File: src/rtl/grf_sb_pkg.sv
// Shared constants for the GRF hazard scoreboard: widths, forward selects,
// stage ages and the per-class Tnew/Tuse values used by the decoder.
package grf_sb_pkg;

  localparam int NREG = 32;
  localparam int AW   = 5;
  localparam int CW   = 2;
  localparam int TW   = 2;

  localparam logic [CW-1:0] CNT_MAX = 2'd3;

  localparam logic [1:0] FWD_GRF = 2'd0;
  localparam logic [1:0] FWD_E   = 2'd1;
  localparam logic [1:0] FWD_M   = 2'd2;

  localparam logic [1:0] AGE_NONE = 2'd0;
  localparam logic [1:0] AGE_E    = 2'd1;
  localparam logic [1:0] AGE_M    = 2'd2;
  localparam logic [1:0] AGE_W    = 2'd3;

  // Tnew: cycles after entering E until the result can be forwarded.
  localparam logic [TW-1:0] TNEW_ALU  = 2'd1;
  localparam logic [TW-1:0] TNEW_LOAD = 2'd2;
  localparam logic [TW-1:0] TNEW_LINK = 2'd0;

  // Tuse: cycles until the source value is consumed.
  localparam logic [TW-1:0] TUSE_BRANCH = 2'd0;
  localparam logic [TW-1:0] TUSE_ALU    = 2'd1;
  localparam logic [TW-1:0] TUSE_STORE  = 2'd2;

  // A writer in W is covered by the GRF write-through, so it reads as GRF.
  function automatic logic [1:0] fwd_sel(input logic addr_nz,
                                         input logic [CW-1:0] cnt,
                                         input logic [1:0] age);
    if (!addr_nz || cnt == '0 || age == AGE_W)
      return FWD_GRF;
    return age;
  endfunction

endpackage

File: src/rtl/grf_sb_entry.sv
// Tracking state for one architectural register: in-flight writer count,
// remaining Tnew and stage of the youngest writer.
module grf_sb_entry
  import grf_sb_pkg::*;
(
  input  logic          clk,
  input  logic          reset,
  input  logic          flush,
  input  logic          advance,
  input  logic          issue_hit,
  input  logic [TW-1:0] issue_tnew,
  input  logic          retire_hit,
  output logic [CW-1:0] cnt,
  output logic [TW-1:0] tnew,
  output logic [1:0]    age,
  output logic          err_set
);

  logic [CW-1:0] cnt_reg, cnt_next;
  logic [TW-1:0] tnew_reg, tnew_next;
  logic [1:0]    age_reg, age_next;

  always_comb begin
    cnt_next  = cnt_reg;
    tnew_next = tnew_reg;
    age_next  = age_reg;
    err_set   = 1'b0;

    if (advance && cnt_reg != '0) begin
      if (tnew_reg != '0)
        tnew_next = tnew_reg - TW'(1);
      if (age_reg != AGE_W)
        age_next = age_reg + 2'd1;
    end

    if (issue_hit && retire_hit) begin
      // Net count is unchanged; on an empty entry the retire is bogus
      // but the new issue still lands.
      tnew_next = issue_tnew;
      age_next  = AGE_E;
      if (cnt_reg == '0) begin
        cnt_next = CW'(1);
        err_set  = 1'b1;
      end
    end else if (issue_hit) begin
      if (cnt_reg == CNT_MAX) begin
        err_set = 1'b1;
      end else begin
        cnt_next  = cnt_reg + CW'(1);
        tnew_next = issue_tnew;
        age_next  = AGE_E;
      end
    end else if (retire_hit) begin
      if (cnt_reg == '0) begin
        err_set = 1'b1;
      end else begin
        cnt_next = cnt_reg - CW'(1);
        if (cnt_reg == CW'(1)) begin
          tnew_next = '0;
          age_next  = AGE_NONE;
        end
      end
    end
  end

  always_ff @(posedge clk) begin
    if (reset || flush) begin
      cnt_reg  <= '0;
      tnew_reg <= '0;
      age_reg  <= AGE_NONE;
    end else begin
      cnt_reg  <= cnt_next;
      tnew_reg <= tnew_next;
      age_reg  <= age_next;
    end
  end

  assign cnt  = cnt_reg;
  assign tnew = tnew_reg;
  assign age  = age_reg;

endmodule

File: src/rtl/grf_scoreboard.sv
// GRF hazard scheduler: stall and forward-select generation for D-stage sources.
// Optional stall cycle counter enabled by defining GRF_SB_STATS_EN.
module grf_scoreboard
  import grf_sb_pkg::*;
(
  input  logic          clk,
  input  logic          reset,
  input  logic          flush,
  input  logic          advance,
  input  logic          issue_valid,
  input  logic          issue_we,
  input  logic [AW-1:0] issue_dst,
  input  logic [TW-1:0] issue_tnew,
  input  logic          rs_use,
  input  logic [AW-1:0] rs_addr,
  input  logic [TW-1:0] rs_tuse,
  input  logic          rt_use,
  input  logic [AW-1:0] rt_addr,
  input  logic [TW-1:0] rt_tuse,
  input  logic          retire_valid,
  input  logic [AW-1:0] retire_dst,
  output logic          stall,
  output logic [1:0]    rs_fwd,
  output logic [1:0]    rt_fwd,
  output logic          err
`ifdef GRF_SB_STATS_EN
  ,
  output logic [31:0]   stall_cycles
`endif
);

  logic [CW-1:0] cnt_arr  [NREG];
  logic [TW-1:0] tnew_arr [NREG];
  logic [1:0]    age_arr  [NREG];
  logic [NREG-1:0] err_vec;

  logic issue_fire;
  logic retire_fire;
  logic hazard_rs, hazard_rt;
  logic err_reg;

  // Register 0 is hard-wired and never tracked.
  assign cnt_arr[0]  = '0;
  assign tnew_arr[0] = '0;
  assign age_arr[0]  = AGE_NONE;
  assign err_vec[0]  = 1'b0;

  genvar gi;
  generate
    for (gi = 1; gi < NREG; gi++) begin : g_entry
      grf_sb_entry u_entry (
        .clk        (clk),
        .reset      (reset),
        .flush      (flush),
        .advance    (advance),
        .issue_hit  (issue_fire && issue_dst == AW'(gi)),
        .issue_tnew (issue_tnew),
        .retire_hit (retire_fire && retire_dst == AW'(gi)),
        .cnt        (cnt_arr[gi]),
        .tnew       (tnew_arr[gi]),
        .age        (age_arr[gi]),
        .err_set    (err_vec[gi])
      );
    end
  endgenerate

  always_comb begin
    hazard_rs = rs_use && rs_addr != '0 && cnt_arr[rs_addr] != '0
                && tnew_arr[rs_addr] > rs_tuse;
    hazard_rt = rt_use && rt_addr != '0 && cnt_arr[rt_addr] != '0
                && tnew_arr[rt_addr] > rt_tuse;
    stall     = issue_valid && (hazard_rs || hazard_rt);
    rs_fwd    = fwd_sel(rs_addr != '0, cnt_arr[rs_addr], age_arr[rs_addr]);
    rt_fwd    = fwd_sel(rt_addr != '0, cnt_arr[rt_addr], age_arr[rt_addr]);
  end

  assign issue_fire  = issue_valid && issue_we && issue_dst != '0 && !stall && advance;
  assign retire_fire = retire_valid && retire_dst != '0;

  always_ff @(posedge clk) begin
    if (reset || flush)
      err_reg <= 1'b0;
    else if (|err_vec)
      err_reg <= 1'b1;
  end

  assign err = err_reg;

`ifdef GRF_SB_STATS_EN
  logic [31:0] stall_cycles_reg;

  always_ff @(posedge clk) begin
    if (reset || flush)
      stall_cycles_reg <= '0;
    else if (stall)
      stall_cycles_reg <= stall_cycles_reg + 32'd1;
  end

  assign stall_cycles = stall_cycles_reg;
`endif

endmodule

File: config.mk
export PLATFORM = sky130hd
export DESIGN_NAME = grf_scoreboard
export DESIGN_NICKNAME = d
export VERILOG_FILES = /design/src/rtl/grf_sb_pkg.sv /design/src/rtl/grf_sb_entry.sv /design/src/rtl/grf_scoreboard.sv
export SDC_FILE = /design/constraint.sdc
export NUM_CORES = 1
export LEC_CHECK = 0
export ABC_CLOCK_PERIOD_IN_PS = 7230
export CAP_MARGIN = 20
export CORE_MARGIN = 4
export CORE_UTILIZATION = 35
export DETAILED_ROUTE_END_ITERATION = 8
export PLACE_DENSITY_LB_ADDON = 0.1
export SLEW_MARGIN = 40
export SYNTH_ARGS = -nofsm -noshare
export SYNTH_HDL_FRONTEND = slang
export SYNTH_SLANG_ARGS = --single-unit
File: constraint.sdc
create_clock -name clk -period 7.23 [get_ports clk]
set_clock_uncertainty 0.15 [all_clocks]
set_input_delay 1.0845 -clock clk [delete_from_list [all_inputs] [get_ports clk]]
set_output_delay 1.0845 -clock clk [all_outputs]
set_load 0.01 [all_outputs]
==> impl_metrics.env <==
export IMPL_clk_latency_ps=520
export IMPL_hold_start="g_entry[9].u_entry.cnt[1]"
export IMPL_ir_drop_v=0.000127
export IMPL_crit_buf_inv=3
export IMPL_std_cell_rows=78
export IMPL_synth_edff_count=0
export IMPL_cts_resized=0
export IMPL_area_growth_syn_to_layout_pct=10.4
export IMPL_pre_cts_ws_ps=708
export IMPL_grt_pass1_wl_um=105000
export IMPL_synth_most_common_cell="nand2_1"
export IMPL_powerDensity_nw_per_um2=133
export IMPL_crit_family="buffers and inverters"
export IMPL_crit_path_max_incr_delay_ps=590
export IMPL_fin_ws_ps=633
export IMPL_yosys_top_cells_area="dfxtp_1 (23%), mux4_2 (11%), ha_1 (7.6%)"
export IMPL_finalHoldViolations=0
export IMPL_vias_per_cell=6.39
export IMPL_wl_per_cell_um=27.2
export IMPL_synth_cell_type_count=91
export IMPL_crit_required_ps=6000
export IMPL_die_y_um=222
export IMPL_grt_total_usage_pct=28.5
export IMPL_cts_max_level=4
export IMPL_clock_sinks=187
export IMPL_clkTransAtPathRegs_ps=70
export IMPL_run_status="finished clean"
export IMPL_yosys_most_used_dff="dfxtp_1"
export IMPL_io_buffers=40
export IMPL_dr_first_iter_drc_count=2092
export IMPL_worstMarginPinSlew_ps=941
export IMPL_initial_core_util_pct=35.4
export IMPL_critPathMaxFanout=22
export IMPL_leakagePower_uw=0.00588
export IMPL_cp_start_kind="input pin"
export IMPL_synthCells=2033
export IMPL_fp_dieArea_um2=49300
export IMPL_critPathLaunch="rs_addr[0]"
export IMPL_cts_tree="done"
export IMPL_utilization_pct=39.1
export IMPL_ant_nets=0
export IMPL_finalSetupTns_ps=0
export IMPL_grt_overflow_total=0
export IMPL_path_cells="buf_2, buf_4, mux4_2, mux4_2, mux2i_1, ha_1, nand2_1, o211ai_1, or4_4, o21a_4, nand2_1, and2_1, clkdlybuf4s50_1"
export IMPL_critPathSlowestCell="or4_4"
export IMPL_drt_wl_total_um=72000
export IMPL_async_flop_share_pct=0
export IMPL_grt_start_max_net_pins=75
export IMPL_setup_viol=0
export IMPL_synth_common_cells="nand2_1 (223), nor2_1 (217), dfxtp_1 (187), a21oi_1 (154), o21ai_0 (148)"
export IMPL_netlist_area_um2=16000
export IMPL_die_width_um=222
export IMPL_hold_path_class="reg -> reg"
export IMPL_min_period_ps=6600
export IMPL_post_route_cell_area_um2=17700
export IMPL_ios=41
export IMPL_synth_seq_cells=187
export IMPL_worstPathArrival_ps=5360
export IMPL_hold_buffers=0
export IMPL_dr_pass1_iters=6
export IMPL_fmax_mhz=152
export IMPL_rsz0062_at_grt="no"
export IMPL_layout_drive_gt1_share_pct=9.43
export IMPL_avgSynthCellArea_um2=7.89
export IMPL_fin_cells=2648
export IMPL_place_gp_congestion=1.00
export IMPL_cap_violations=0
export IMPL_post_dp_hpwl_um=55300
export IMPL_rr_startpoint="g_entry[31].u_entry.tnew[1]"
export IMPL_seq_area_frac_synth_pct=23.4
export IMPL_crit_type="in -> out"
export IMPL_yosys_area_top_type="dfxtp_1"
export IMPL_synth_top_cell_area_share_pct=23.4
export IMPL_dpl_cell_count=2614
export IMPL_clockBufferDepth=2
export IMPL_postCtsSetupBuffers=0
export IMPL_fp_coreArea_um2=45300
export IMPL_fin_crit_sh_pct=91.2
export IMPL_end_kind="primary output"
export IMPL_dpl_cell_area_um2=17100
export IMPL_drc=0
export IMPL_num_vias=16927
export IMPL_yosys_warnings=0
export IMPL_antenna_found_initial=4
export IMPL_cts_root_buf="clkbuf_16"
export IMPL_first_global_vias=15410
export IMPL_cts_buffers=17
export IMPL_finalNetCount=2165
export IMPL_slew_headroom_pct=36.8
export IMPL_drv_slew=0
export IMPL_syn_num_nets=2165
[power by group]
part	total, µW	switching (µW)	internal (µW)
logic	281	200	81.6
clock network	1050	498	550
registers	1030	2.36	1030
[path summary, 6_finish.rpt]
| check | to | slack [ps] | cells past startpoint |
|---|---|---|---|
| setup / recovery | stall | 630 | 13 |
| hold reg to reg | g_entry[9].u_entry.cnt[1] | 380 | 2 |
| hold / removal | g_entry[9].u_entry.cnt[1] | 380 | 2 |
| setup reg to reg | g_entry[16].u_entry.cnt[0] | 2360 | 13 |
[per-stage QoR]
step,hold WS [ps],total power [µW]
floorplan,312,1210
global placement,347,1330
detailed placement,356,1330
CTS,374,2390
global route,398,2440
finish,377,2360
[worst register-to-register path, delay by kind of cell, from the launching register on]
| kind | cells | cell delay, ps |
|---|---|---|
| fa+ha+maj | 1 | 280 |
| simple gates | 3 | 1110 |
| compound gates | 5 | 1290 |
| buf+inv | 1 | 290 |
| flops | 1 | 390 |
| mux | 3 | 1280 |
[kinds of logic after synthesis]
kind of cell    count (synthesis)  synth area share [%]
xor+xnor                        5                 0.273
mux                           110                  12.8
buf+inv                       198                  5.05
flops                         187                  23.4
compound gates                610                  24.9
fa+ha+maj                     112                  8.51
simple gates                  811                  25.1
[routing by layer]
layer / wire length (µm) / vias up / track usage (%) / part of all wire, %
li1: - / 7629 / - / -
met1: 31000 / 8303 / 39.2 / 43
met2: 31700 / 834 / 43.6 / 44
met3: 6200 / 157 / 5.60 / 8.6
met4: 3080 / 4 / 12.1 / 4.3
met5: 27 / - / 0 / 0.037
[layout make-up]
cell class	instances	area, µm²
diodes	2	5.00
clock buffers	17	425
clock inverters	15	185
fillers	4722	27600
inverters	99	372
multi-input cells	1648	11500
flip-flops and latches	187	3740
well taps	600	751
repair buffers	80	703
[cells in the final DEF, fill, tap and decap left out, types with 14 or more instances in the layout]
cell,instances
and2_1,18
nor3b_1,31
inv_1,98
maj3_1,15
dfxtp_1,187
nor3_1,80
mux4_2,75
a21oi_1,154
o21ai_0,146
nand3b_1,17
ha_1,97
a211oi_1,17
buf_4,39
a31oi_1,15
nand3_1,49
o211ai_1,19
nor2b_1,48
nand2_1,223
o22ai_1,39
nor2_1,216
clkdlybuf4s50_1,35
nor4_1,14
clkbuf_16,17
nand2b_1,32
mux2i_1,29
o32ai_1,19
o221ai_1,16
Power figures use the tool's default switching activity.
